===== config.mk =====
export PLATFORM = sky130hd
export DESIGN_NAME = ntt_lane_gather
export DESIGN_NICKNAME = d
export VERILOG_FILES = /design/src/rtl/ntt_lane_gather.sv
export SDC_FILE = /design/constraint.sdc
export NUM_CORES = 1
export LEC_CHECK = 0
export CAP_MARGIN = 10
export CORE_MARGIN = 4
export CORE_UTILIZATION = 40
export CTS_CLUSTER_SIZE = 12
export DETAILED_ROUTE_END_ITERATION = 6
export PLACE_DENSITY = 0.69
export SYNTH_ARGS = -nofsm -noshare
export SYNTH_HDL_FRONTEND = slang
export SYNTH_SLANG_ARGS = --single-unit

===== constraint.sdc =====
create_clock -name clk -period 17.4 [get_ports clk]
set_input_delay 2.61 -clock clk [delete_from_list [all_inputs] [get_ports clk]]
set_output_delay 2.61 -clock clk [all_outputs]
set_load 0.02 [all_outputs]

===== src/rtl/ntt_lane_gather.sv =====
// ntt_lane_gather: serial-to-parallel front end for the radix-2/4/8 butterfly.
// Each coefficient is reduced once mod Q and written into one of two lane banks.
// A bank that holds a complete group of 8 is presented as 8 parallel lanes.

// Per-lane storage: one register per bank, plus a hold copy of the last
// presented value so the lane output stays quiet while no group is valid.
module ntt_lane_gather_lane #(
   parameter int WIDTH = 18
) (
   input  logic             clk,
   input  logic             rst,
   input  logic             wr_en,
   input  logic             wr_bank,
   input  logic [WIDTH-1:0] wr_data,
   input  logic             rd_bank,
   input  logic             rd_valid,
   output logic [WIDTH-1:0] lane
);
   logic [1:0][WIDTH-1:0] bank_q;
   logic [WIDTH-1:0]      hold_q;

   // bank write and snapshot of whatever is currently being presented
   always_ff @(posedge clk or posedge rst) begin
      if (rst) begin
         bank_q <= '0;
         hold_q <= '0;
      end else begin
         if (wr_en) bank_q[wr_bank] <= wr_data;
         if (rd_valid) hold_q <= bank_q[rd_bank];
      end
   end

   assign lane = rd_valid ? bank_q[rd_bank] : hold_q;
endmodule

module ntt_lane_gather #(
   parameter int WIDTH = 18,
   parameter int Q     = 12289
) (
   input  logic             clk,
   input  logic             rst,
   input  logic [WIDTH-1:0] in_data,
   input  logic             in_valid,
   output logic             in_ready,
   input  logic [1:0]       cfg_select_mode,
   input  logic             cfg_ntt_intt_mode,
   input  logic             cfg_bitrev,
   output logic [WIDTH-1:0] out_lane_1,
   output logic [WIDTH-1:0] out_lane_2,
   output logic [WIDTH-1:0] out_lane_3,
   output logic [WIDTH-1:0] out_lane_4,
   output logic [WIDTH-1:0] out_lane_5,
   output logic [WIDTH-1:0] out_lane_6,
   output logic [WIDTH-1:0] out_lane_7,
   output logic [WIDTH-1:0] out_lane_8,
   output logic [1:0]       out_select_mode,
   output logic             out_ntt_intt_mode,
   output logic             out_valid,
   input  logic             out_ready,
   output logic [15:0]      group_cnt,
   output logic             err_range
);
   localparam int NUM_LANES = 8;
   localparam logic [WIDTH-1:0] QW  = WIDTH'(Q);
   localparam logic [WIDTH:0]   Q2W = (WIDTH+1)'(2 * Q);

   typedef enum logic [1:0] {EMPTY = 2'd0, FILLING = 2'd1, FULL = 2'd2} bank_st_e;

   typedef struct packed {
      bank_st_e   st;
      logic [2:0] fill;
      logic [1:0] sel;
      logic       intt;
      logic       bitrev;
   } bank_t;

   bank_t [1:0] bank_q;
   logic        wptr, rptr;
   logic [1:0]  sel_hold_q;
   logic        intt_hold_q;

   logic             accept, consume, first_word, use_br;
   logic [2:0]       fill_k, lane_idx;
   logic [WIDTH-1:0] reduced;
   logic             over_range;
   logic [NUM_LANES-1:0][WIDTH-1:0] lane_q;

   // handshake depends on registered bank state only
   assign in_ready  = (bank_q[wptr].st != FULL);
   assign out_valid = (bank_q[rptr].st == FULL);
   assign accept    = in_valid && in_ready;
   assign consume   = out_valid && out_ready;

   // word 0 uses the live bitrev input, later words the captured one
   assign fill_k     = bank_q[wptr].fill;
   assign first_word = (fill_k == 3'd0);
   assign use_br     = first_word ? cfg_bitrev : bank_q[wptr].bitrev;
   assign lane_idx   = use_br ? {fill_k[0], fill_k[1], fill_k[2]} : fill_k;

   // single conditional subtraction; anything at or above 2Q is flagged
   assign reduced    = (in_data >= QW) ? in_data - QW : in_data;
   assign over_range = ({1'b0, in_data} >= Q2W);

   genvar i;
   generate
      for (i = 0; i < NUM_LANES; i++) begin : g_lane
         ntt_lane_gather_lane #(.WIDTH(WIDTH)) u_lane (
            .clk      (clk),
            .rst      (rst),
            .wr_en    (accept && (lane_idx == 3'(i))),
            .wr_bank  (wptr),
            .wr_data  (reduced),
            .rd_bank  (rptr),
            .rd_valid (out_valid),
            .lane     (lane_q[i])
         );
      end
   endgenerate

   assign out_lane_1 = lane_q[0];
   assign out_lane_2 = lane_q[1];
   assign out_lane_3 = lane_q[2];
   assign out_lane_4 = lane_q[3];
   assign out_lane_5 = lane_q[4];
   assign out_lane_6 = lane_q[5];
   assign out_lane_7 = lane_q[6];
   assign out_lane_8 = lane_q[7];

   assign out_select_mode   = out_valid ? bank_q[rptr].sel  : sel_hold_q;
   assign out_ntt_intt_mode = out_valid ? bank_q[rptr].intt : intt_hold_q;

   // bank state, pointers, group counter and sticky range error;
   // write and consume never hit the same bank, so both may act in one cycle
   always_ff @(posedge clk or posedge rst) begin
      if (rst) begin
         bank_q      <= '0;
         wptr        <= 1'b0;
         rptr        <= 1'b0;
         group_cnt   <= '0;
         err_range   <= 1'b0;
         sel_hold_q  <= '0;
         intt_hold_q <= 1'b0;
      end else begin
         if (out_valid) begin
            sel_hold_q  <= bank_q[rptr].sel;
            intt_hold_q <= bank_q[rptr].intt;
         end
         if (consume) begin
            bank_q[rptr].st <= EMPTY;
            rptr            <= ~rptr;
            group_cnt       <= group_cnt + 16'd1;
         end
         if (accept) begin
            if (over_range) err_range <= 1'b1;
            if (first_word) begin
               bank_q[wptr].sel    <= cfg_select_mode;
               bank_q[wptr].intt   <= cfg_ntt_intt_mode;
               bank_q[wptr].bitrev <= cfg_bitrev;
               bank_q[wptr].st     <= FILLING;
            end
            bank_q[wptr].fill <= fill_k + 3'd1;
            if (fill_k == 3'd7) begin
               bank_q[wptr].st <= FULL;
               wptr            <= ~wptr;
            end
         end
      end
   end
endmodule


* Word-level counts from Yosys, hierarchy flattened
Index checks and enable logic that the tools add are counted.
** Storage, ports and cells
- ROM bits :: 0
- Logic and storage cells :: 144
- Bits in writable memories :: 0
- Flip-flop bits (word level) :: 472
- Output and inout port bits :: 166
- Bits in latches :: 0
- Input port bits :: 26
- Memories kept :: 0
** Cells by class
- Reductions and logical operators :: 16
- Order comparisons :: 6
- Bitwise logic cells :: 2
- Shifts and indexed selects :: 0
- Div/mod/pow operators :: 0
- Multiply operators :: 0
- Add/subtract/negate cells :: 3
- Muxes and demuxes :: 67
- Equal/unequal tests :: 10
** Operator list (count)
- two-way mux 18 bit :: 31
- bitwise mux 36 bit :: 8
- bitwise mux 18 bit :: 7
- demux 9 bit (select 1 bit) :: 6
- two-way mux 9 bit :: 6
- demux 18 bit (select 1 bit) :: 1
- greater-or-equal comparator 18 x 14 -> 1 bit, second input constant :: 1
- greater-or-equal comparator 18 x 15 -> 1 bit, second input constant :: 1
- subtractor 18 x 14 -> 18 bit, second input constant :: 1
- adder 16 x 1 -> 16 bit, second input constant :: 1
- equality test 3 bit, second input constant :: 5
- logical AND 1 bit :: 12
- two-way mux 7 bit :: 1
- equality test 3 x 2 -> 1 bit, second input constant :: 2
- logical NOT 3 bit :: 2
- less-than comparator 1 x 2 -> 1 bit, second input constant :: 2
- two-way mux 2 bit :: 2
- two-way mux 4 bit :: 1
- AND reduction 2 bit :: 2
- adder 3 x 1 -> 3 bit, second input constant :: 1
- equality test 3 x 1 -> 1 bit, second input constant :: 1
- two-way mux 1 bit :: 3
- two-way mux 3 bit :: 1
- equality test 2 bit, second input constant :: 1
- other kinds (3) :: 5

* Logic depth before layout (Yosys ltp)
Gate-level depths: netlist (run 1).
- Word-level depth :: 16
- Depth in mapped cells :: 11
- Gate-level depth less buffers :: 7

* Hierarchy
From an unflattened synthesis (run 1), not the netlist that was laid out.
** Unflattened totals
- Cell total of the unflattened synthesis :: 1492
- Area total of the unflattened synthesis :: 20149.3 µm²
** Modules (own cells, without submodules)
- ntt_lane_gather_lane :: cells each 156, instances 8, area each 2223.4 µm², seq. area each 1351.3 µm²
- ntt_lane_gather :: cells each 244, instances 1, area each 2362.3 µm², seq. area each 1001.0 µm²

* Least setup slack after synthesis (run 1)
No wires, ideal clock.
- Path kind :: register -> output
- Start :: register rptr
- End :: output port out_lane_2[0]
- Slack :: 12726 ps
- Data required time :: 14790 ps
- Cell stages (with the launch flop) :: 9
- Data arrival time :: 2064 ps
- Buffers on the path :: 4
- Cell sequence :: dfrtp_1 -> clkbuf_1 -> nor3b_1 -> or2_2 -> clkbuf_1 -> clkbuf_1 -> clkbuf_1 -> nor2_1 -> a21oi_1
** Between the ends
- Word-level cells in the longest chain between the ends :: 4
- Elaborated cells on any way between the ends :: 6
- Those cells by class :: 1 x eq/ne; 5 x mux
** Ends and longest elaborated chain
- start: declaration :: RTL line 78 : logic wptr, rptr;
- start signal: assignment :: RTL line 150 : rptr <= ~rptr;
- two-way mux 9 bit (2 in series)
- equality test 2 bit :: RTL line 90 : assign out_valid = (bank_q[rptr].st == FULL);
- two-way mux 18 bit * :: RTL line 33 : assign lane = rd_valid ? bank_q[rd_bank] : hold_q;
- end: declaration :: RTL line 49 : output logic [WIDTH-1:0] out_lane_2,
Mark *: on every way between the ends. The rest lies on a longest branch, timed or not. The select of a mux whose other input is x is not followed.

* Worst setup path in the final report (run 1)
- Start :: register rptr
- End :: output port out_lane_8[3]
** Between the ends
- Word-level cells in the longest chain between the ends :: 4
- Elaborated cells on any way between the ends :: 6
- Those cells by class :: 1 x eq/ne; 5 x mux
** Ends and longest elaborated chain
- two-way mux 9 bit (2 in series)
- equality test 2 bit :: RTL line 90
- two-way mux 18 bit * :: RTL line 33
- end: declaration :: RTL line 55 : output logic [WIDTH-1:0] out_lane_8,
Marks and branches as above.

==> results of run 1 <==
power groups by stage:
| stage | sequential, W | combinational (W) | clock (W) |
|---|---|---|---|
| 3_5_place_dp | 0.00186 | 0.00198 | 0 |
| 5_1_grt | 0.00190 | 0.00216 | 0.00111 |
| 6_report | 0.00184 | 0.00196 | 0.00104 |
| 2_1_floorplan | 0.00177 | 0.00126 | 0 |
| 3_3_place_gp | 0.00183 | 0.00193 | 0 |
| 4_1_cts | 0.00184 | 0.00199 | 0.00106 |
worst min path at each step:
stage / from / endpoint / slack [ns] / cells past startpoint
2_1_floorplan: g_lane[0].u_lane.bank_q[0] / g_lane[0].u_lane.bank_q[0] / 0.45 / 2
3_3_place_gp: g_lane[4].u_lane.bank_q[0] / g_lane[4].u_lane.bank_q[0] / 0.46 / 2
3_5_place_dp: group_cnt[15] / group_cnt[15] / 0.47 / 1
4_1_cts: g_lane[4].u_lane.bank_q[0] / g_lane[4].u_lane.bank_q[0] / 0.48 / 2
5_1_grt: g_lane[5].u_lane.bank_q[21] / g_lane[5].u_lane.bank_q[21] / 0.49 / 2
6_report: g_lane[5].u_lane.bank_q[12] / g_lane[5].u_lane.bank_q[12] / 0.48 / 2
logic make-up after synthesis:
group | count (synthesis)
AO/OA/AOI/OAI | 531
adder cells (fa/ha/maj) | 7
multiplexers | 182
XOR/XNOR | 23
flip-flops | 472
AND/OR/NAND/NOR | 482
buffers and inverters | 154
placed cells by master (no fill, tap or decap), types with 11 or more instances in the layout:
cell,instances
sky130_fd_sc_hd__a21oi_1,178
sky130_fd_sc_hd__a31oi_1,26
sky130_fd_sc_hd__buf_4,29
sky130_fd_sc_hd__clkbuf_1,15
sky130_fd_sc_hd__clkbuf_16,51
sky130_fd_sc_hd__clkbuf_8,13
sky130_fd_sc_hd__clkdlybuf4s50_1,191
sky130_fd_sc_hd__dfrtp_1,471
sky130_fd_sc_hd__inv_1,16
sky130_fd_sc_hd__mux2_2,24
sky130_fd_sc_hd__mux2i_1,157
sky130_fd_sc_hd__nand2_1,246
sky130_fd_sc_hd__nand3_1,23
sky130_fd_sc_hd__nor2_1,161
sky130_fd_sc_hd__o21ai_0,245
sky130_fd_sc_hd__o21ai_1,11
sky130_fd_sc_hd__o31ai_1,32
sky130_fd_sc_hd__xnor2_1,15
per-layer routing:
layer / track usage [%] / vias to the layer above / share of wire, %
met2: 31.09 / 301 / 48
met3: 3.305 / 83 / 4.4
li1: - / 6665 / -
met1: 25.47 / 6900 / 44
met5: 0 / - / 0
met4: 6.105 / 0 / 2.9
synthesized netlist by cell type, drive strengths merged, types with 2 or more instances:
cell | instances | share of area [%]
dfrtp | 472 | 60
o21ai | 258 | 6.6
nand2 | 248 | 4.8
a21oi | 181 | 4.7
nor2 | 163 | 3.2
mux2i | 158 | 8.1
clkbuf | 119 | 2.3
o31ai | 32 | 1.2
a31oi | 27 | 0.90
mux2 | 24 | 1.4
nand3 | 23 | 0.59
buf | 18 | 0.44
inv | 17 | 0.33
xnor2 | 15 | 0.67
nor3 | 10 | 0.31
xor2 | 8 | 0.36
ha | 7 | 0.45
nor2b | 7 | 0.22
and3 | 5 | 0.16
nand2b | 5 | 0.16
a21boi | 4 | 0.15
nor4 | 4 | 0.31
a211oi | 3 | 0.17
a22oi | 3 | 0.17
and2 | 3 | 0.096
nand4 | 3 | 0.096
o211ai | 3 | 0.14
or4 | 3 | 0.12
a32oi | 2 | 0.13
a41o | 2 | 0.10
a41oi | 2 | 0.13
nor3b | 2 | 0.077
o21bai | 2 | 0.077
or2 | 2 | 0.064
metrics by stage:
stage                     cells  utilization (%)  worst slack, ns
after floorplan            1851                -            1.624
after global placement     2549            45.73            10.75
after detailed placement   2549            45.73            10.72
after CTS                  2638            49.07            10.06
after global routing       2639            49.13            9.965
final                      2640            49.14            10.29
registers in the layout, summed over array words and instances (netlist names):
register / flops
bank_q: 18
err_range: 1
g_lane.u_lane.bank_q: 288
g_lane.u_lane.hold_q: 144
group_cnt: 16
intt_hold_q: 1
rptr: 1
sel_hold_q: 2
wptr: 1
worst max-delay path: cells and delay by family, from the launching register on:
| kind | cells | cell delay [ns] |
|---|---|---|
| compound gates | 1 | 0.27 |
| buf+inv | 2 | 1.55 |
| flops | 1 | 1.12 |
| simple gates | 3 | 0.87 |
area by class of cell:
cell class,count,area (um^2)
tap,615,769.5
clock buffer,79,1511
timing repair buffer,221,2157
inverter,17,71.32
multi-input combinational,1225,7188
fill,4323,24440
sequential,472,11820
clock inverter,10,92.59
antenna,1,2.502
==> flow_summary.json, run 1 <==
{
  "area_growth_syn_to_layout_pct": 20.83,
  "row_count": 80,
  "detail_route.vias_per_cell": 5.284,
  "initial_utilization_pct": 40.66,
  "synth_top_flop_cell": "sky130_fd_sc_hd__dfrtp_1",
  "synth.mux.area_fraction_pct": 9.478,
  "cts_root_buffer": "sky130_fd_sc_hd__clkbuf_16",
  "syn-cell-area_mm2": 0.01954,
  "power.internal_w": 0.002993,
  "syn-mean-instance-area_um2": 10.56,
  "post-cts-setup-buffers": 0,
  "timing.final.max_slew_violations": 0,
  "first_global_vias": 13750,
  "final_nets": 2021,
  "timing.final.setup_violations": 0,
  "clock_sinks": 472,
  "synth.net_count": 1884,
  "maximum_capacitance_violations": 0,
  "arrival_worst_endpoint_ns": 4.50,
  "die_y_um": 229.0,
  "post_cts.resized_instances": 0,
  "globalplace.congestion": 0.8559,
  "period_minus_slack_ns": 7.108,
  "outcome": "completed",
  "final_layout_size_suffix_gt1_share_pct": 8.053,
  "unrepaired_setup_endpoints_after_global_routing": "no",
  "critPathMaxFanout": 113,
  "largest_family_of_logic_cells_by_synthesized_area": "compound AO/OA/AOI/OAI gates",
  "slew_headroom_pct": 19.13,
  "clock_skew_ns": 0.02867,
  "final.setup.tns_ns": 0,
  "core_mm2": 0.04805,
  "cp-endpoint": "out_lane_8[3]",
  "number_of_antenna_violations_at_the_first_check_in_global_routing": 1,
  "hold_viol_final": 0,
  "crit-reg2reg-launch": "wptr",
  "cts_inserted_buffers": 51,
  "clock_path_buffers": 3,
  "synth_compound_area_share_pct": 15.20,
  "power_w": 0.004839,
  "dpl.hpwl_um": 32600,
  "die_area_mm2": 0.05244,
  "synth_cell_type_count": 65,
  "io_pins": 192,
  "postSynth.asyncResetShare_pct": 100.0,
  "detail_route.drc_violations": 0,
  "seq_area_frac_synth_pct": 60.45,
  "regToRegEndpoint": "g_lane[0].u_lane.bank_q[24]",
  "master_of_the_slowest_instance_on_the_critical_path": "sky130_fd_sc_hd__dfrtp_4",
  "post_route_antenna_net_violation_count": 0,
  "final_worst_path_period_share_pct": 40.85,
  "setup.worst_path.start_class": "flop",
  "crit_chain": "and3b_1 > or2_4 > buf_4 > nor2_1 > a21oi_1 > clkdlybuf4s50_1",
  "worstRegToRegCells": 4,
  "cts.hold.buffers_added": 0,
  "die_x_um": 229.0,
  "leakagePower_nw": 10.38,
  "adder_cell_fraction_of_synth_area_pct": 0.4483,
  "ctsHtreeMaxLevel": 2,
  "worst_setup_path_startpoint": "rptr",
  "power.switching_fraction_pct": 38.16,
  "drt_first_iter_violations": 1097,
  "timing_worst_slew_pin_value_ns": 1.213,
  "clock_insertion_delay_worst_skew_ns": 0.61,
  "worst_hold_path_type": "flop to flop",
  "grt_max_degree": 131,
  "worst_hold_slack_ns": 0.4768,
  "synth-simple-area-share_pct": 10.34,
  "cts.reportedPaths.clkPinSlew_ns": 0.06,
  "postSynthCellCount": 1851,
  "placement.cell_area_mm2": 0.02197,
  "critical_path.max_stage_delay_ns": 1.12,
  "yosys_warnings": 0,
  "cts_tree": "done",
  "finalWirelength_um": 49870,
  "fmaxAchievable_ghz": 0.1407,
  "p_per_area_mw_per_mm2": 205.0,
  "post_dr_wirelength_cell_um": 18.89,
  "share_clk_of_total_power_pct": 21.4,
  "grt-ovfl-total": 0,
  "global_route_wire_length_before_repair_um": 78800,
  "io_buffers": 191,
  "power_frac_comb_pct": 40.6,
  "finish.instance_area_mm2": 0.02361,
  "groute.usage.overall_pct": 18.84,
  "synthXorXnorAreaFrac_pct": 1.031,
  "r2r_slack_ns": 14.02,
  "crit_path_end_kind": "primary output",
  "cp.required_ns": 14.79,
  "power_frac_seq_pct": 38.0,
  "timing_worst_setup_path_type": "flop to primary output",
  "synth_enable_flop_cells": 0,
  "power.ir.vdd_worst_mv": 0.1316,
  "detailroute.via_count": 13950,
  "drt-pass1-iter-count": 5,
  "synth-seq-cells": 472,
  "netSwitchingPower_w": 0.001847
}
Power figures use the tool's default switching activity.
==> run 2, diff against run 1 <==
- clock period: 17.4 -> 6.9 ns (I/O delays scaled with it)
==> flow_summary.json, run 2 (same netlist as run 1, synthesis figures left out) <==
{
  "die_x_um": 229.0,
  "cts_inserted_buffers": 51,
  "period_minus_slack_ns": 5.272,
  "slew_headroom_pct": 19.97,
  "detailroute.via_count": 14020,
  "number_of_antenna_violations_at_the_first_check_in_global_routing": 0,
  "crit_family": "buffers and inverters",
  "drt-pass1-iter-count": 5,
  "n_fill_cell": 4276,
  "global_route_wire_length_before_repair_um": 80150,
  "post_route_antenna_net_violation_count": 0,
  "cts_tree": "done",
  "unrepaired_setup_endpoints_after_global_routing": "no",
  "post_dr_wirelength_cell_um": 19.15,
  "setup_ws_ns": 1.628,
  "arrival_worst_endpoint_ns": 4.24,
  "cts_root_buffer": "sky130_fd_sc_hd__clkbuf_16",
  "maximum_capacitance_violations": 0,
  "worstRegToRegCells": 7,
  "worst_hold_path_type": "flop to flop",
  "clock_sinks": 472,
  "wirelength_met1_um": 22250,
  "leakagePower_nw": 10.43,
  "power.ir.vdd_worst_mv": 0.3720,
  "final_nets": 2028,
  "setup.worst_path.start_class": "flop",
  "largest_reg_flops": 288,
  "io_buffers": 191,
  "top_signal_layer_used": "met4",
  "clock_skew_ns": 0.01578,
  "io_pins": 192,
  "post_cts.resized_instances": 0,
  "detailedPlace.worstSlack_ns": 2.235,
  "post-cts-setup-buffers": 0,
  "final_common_cell": "sky130_fd_sc_hd__dfrtp_1",
  "cp_num_cells": 6,
  "ctsHtreeMaxLevel": 2,
  "crit_path_end_kind": "primary output",
  "critPathMaxFanout": 92,
  "first_global_vias": 13890,
  "fmaxAchievable_ghz": 0.1897,
  "groute.usage.overall_pct": 19.06,
  "register_with_the_highest_flop_count": "g_lane.u_lane.bank_q",
  "timing.final.setup_violations": 0,
  "dpl.hpwl_um": 32500,
  "routed-wl-met3_um": 2312,
  "cp.required_ns": 5.86,
  "power_w": 0.01223,
  "globalplace.congestion": 0.8317,
  "die_y_um": 229.0,
  "min_path_cells": 2,
  "worst_hold_slack_ns": 0.4777,
  "clock_path_buffers": 3,
  "detail_route.drc_violations": 0,
  "timing_worst_setup_path_type": "flop to primary output",
  "hold_viol_final": 0,
  "finalWirelength_um": 50630,
  "initial_utilization_pct": 40.66,
  "grt_max_degree": 189,
  "final_layout_size_suffix_gt1_share_pct": 8.337,
  "master_of_the_slowest_instance_on_the_critical_path": "sky130_fd_sc_hd__dfrtp_4",
  "drt_first_iter_violations": 1170,
  "crit_chain": "and3b_1 > or2_4 > buf_4 > nor2_1 > a21oi_1 > clkdlybuf4s50_1",
  "multi_input_area_mm2": 0.007181,
  "worstPathBufferInverterCount": 2,
  "core_mm2": 0.04805,
  "critical_path.max_stage_delay_ns": 0.96,
  "detail_route.vias_per_cell": 5.302,
  "timing.final.max_slew_violations": 0,
  "outcome": "completed",
  "area_growth_syn_to_layout_pct": 21.24,
  "cts.hold.buffers_added": 0,
  "final_worst_path_period_share_pct": 76.41,
  "p_per_area_mw_per_mm2": 516.5,
  "row_count": 80,
  "layout_common_cells": "sky130_fd_sc_hd__dfrtp_1 (471), sky130_fd_sc_hd__nand2_1 (246), sky130_fd_sc_hd__o21ai_0 (245)",
  "grt-ovfl-total": 0,
  "reg.largest.list": "g_lane.u_lane.bank_q: 288 flops, g_lane.u_lane.hold_q: 144 flops, bank_q: 18 flops",
  "wl_met2_um": 24650,
  "cts.reportedPaths.clkPinSlew_ns": 0.06,
  "register_area_mm2": 0.01182,
  "timing_worst_slew_pin_value_ns": 1.198,
  "die_area_mm2": 0.05244,
  "clock_insertion_delay_worst_skew_ns": 0.59
}
[run 2: worst register-to-register path, delay by kind of cell (launching register included)]
kind / cells / cell delay (ns)
AOI/OAI and AO/OA: 2 / 1.06
adders and majority gates: 1 / 0.28
DFF: 1 / 0.65
muxes: 2 / 0.72
and+or+nand+nor: 2 / 0.43
[run 2: path summary, 6_finish.rpt]
| path | start | end | slack, ns |
|---|---|---|---|
| worst min register to register | g_lane[5].u_lane.bank_q[30] | g_lane[5].u_lane.bank_q[30] | 0.48 |
| max in group asynchronous | rst | g_lane[7].u_lane.bank_q[5] | 4.46 |
| min in group asynchronous | rst | g_lane[3].u_lane.hold_q[16] | 0.91 |
| worst max register to register | wptr | g_lane[1].u_lane.bank_q[18] | 3.66 |
| worst min-delay path | g_lane[5].u_lane.bank_q[30] | g_lane[5].u_lane.bank_q[30] | 0.48 |
| worst max-delay path | rptr | out_lane_6[9] | 1.63 |
[run 2: stage by stage]
step,setup TNS [ns],cell area [um^2],std cells,util (%)
after floorplan,-249.14,19540,1851,-
after global placement,0,22050,2556,45.90
after detailed placement,0,22050,2556,45.90
after CTS,0,23660,2641,49.23
after global routing,0,23680,2642,49.29
final,0,23690,2644,49.30
[run 2: layout make-up]
class / instances / share of cell area, %
inverter: 17 / 0.2852
tap: 615 / 3.248
sequential: 472 / 49.88
clock inverter: 9 / 0.2958
antenna: 2 / 0.02113
timing repair buffer: 228 / 9.487
multi-input combinational: 1225 / 30.31
clock buffer: 76 / 6.471
[run 2: routing by layer]
metal / track usage [%] / vias to the layer above
met5: 0 / -
met4: 6.409 / 0
met3: 3.504 / 80
met2: 31.47 / 315
met1: 25.52 / 6935
li1: - / 6688
[run 2: power breakdown]
part | leakage (nW) | internal [W] | total, W | switching, W
clock | 0.791 | 0.00153 | 0.00263 | 0.00110
combinational | 3.73 | 0.00204 | 0.00499 | 0.00295
sequential | 5.91 | 0.00401 | 0.00462 | 0.000609
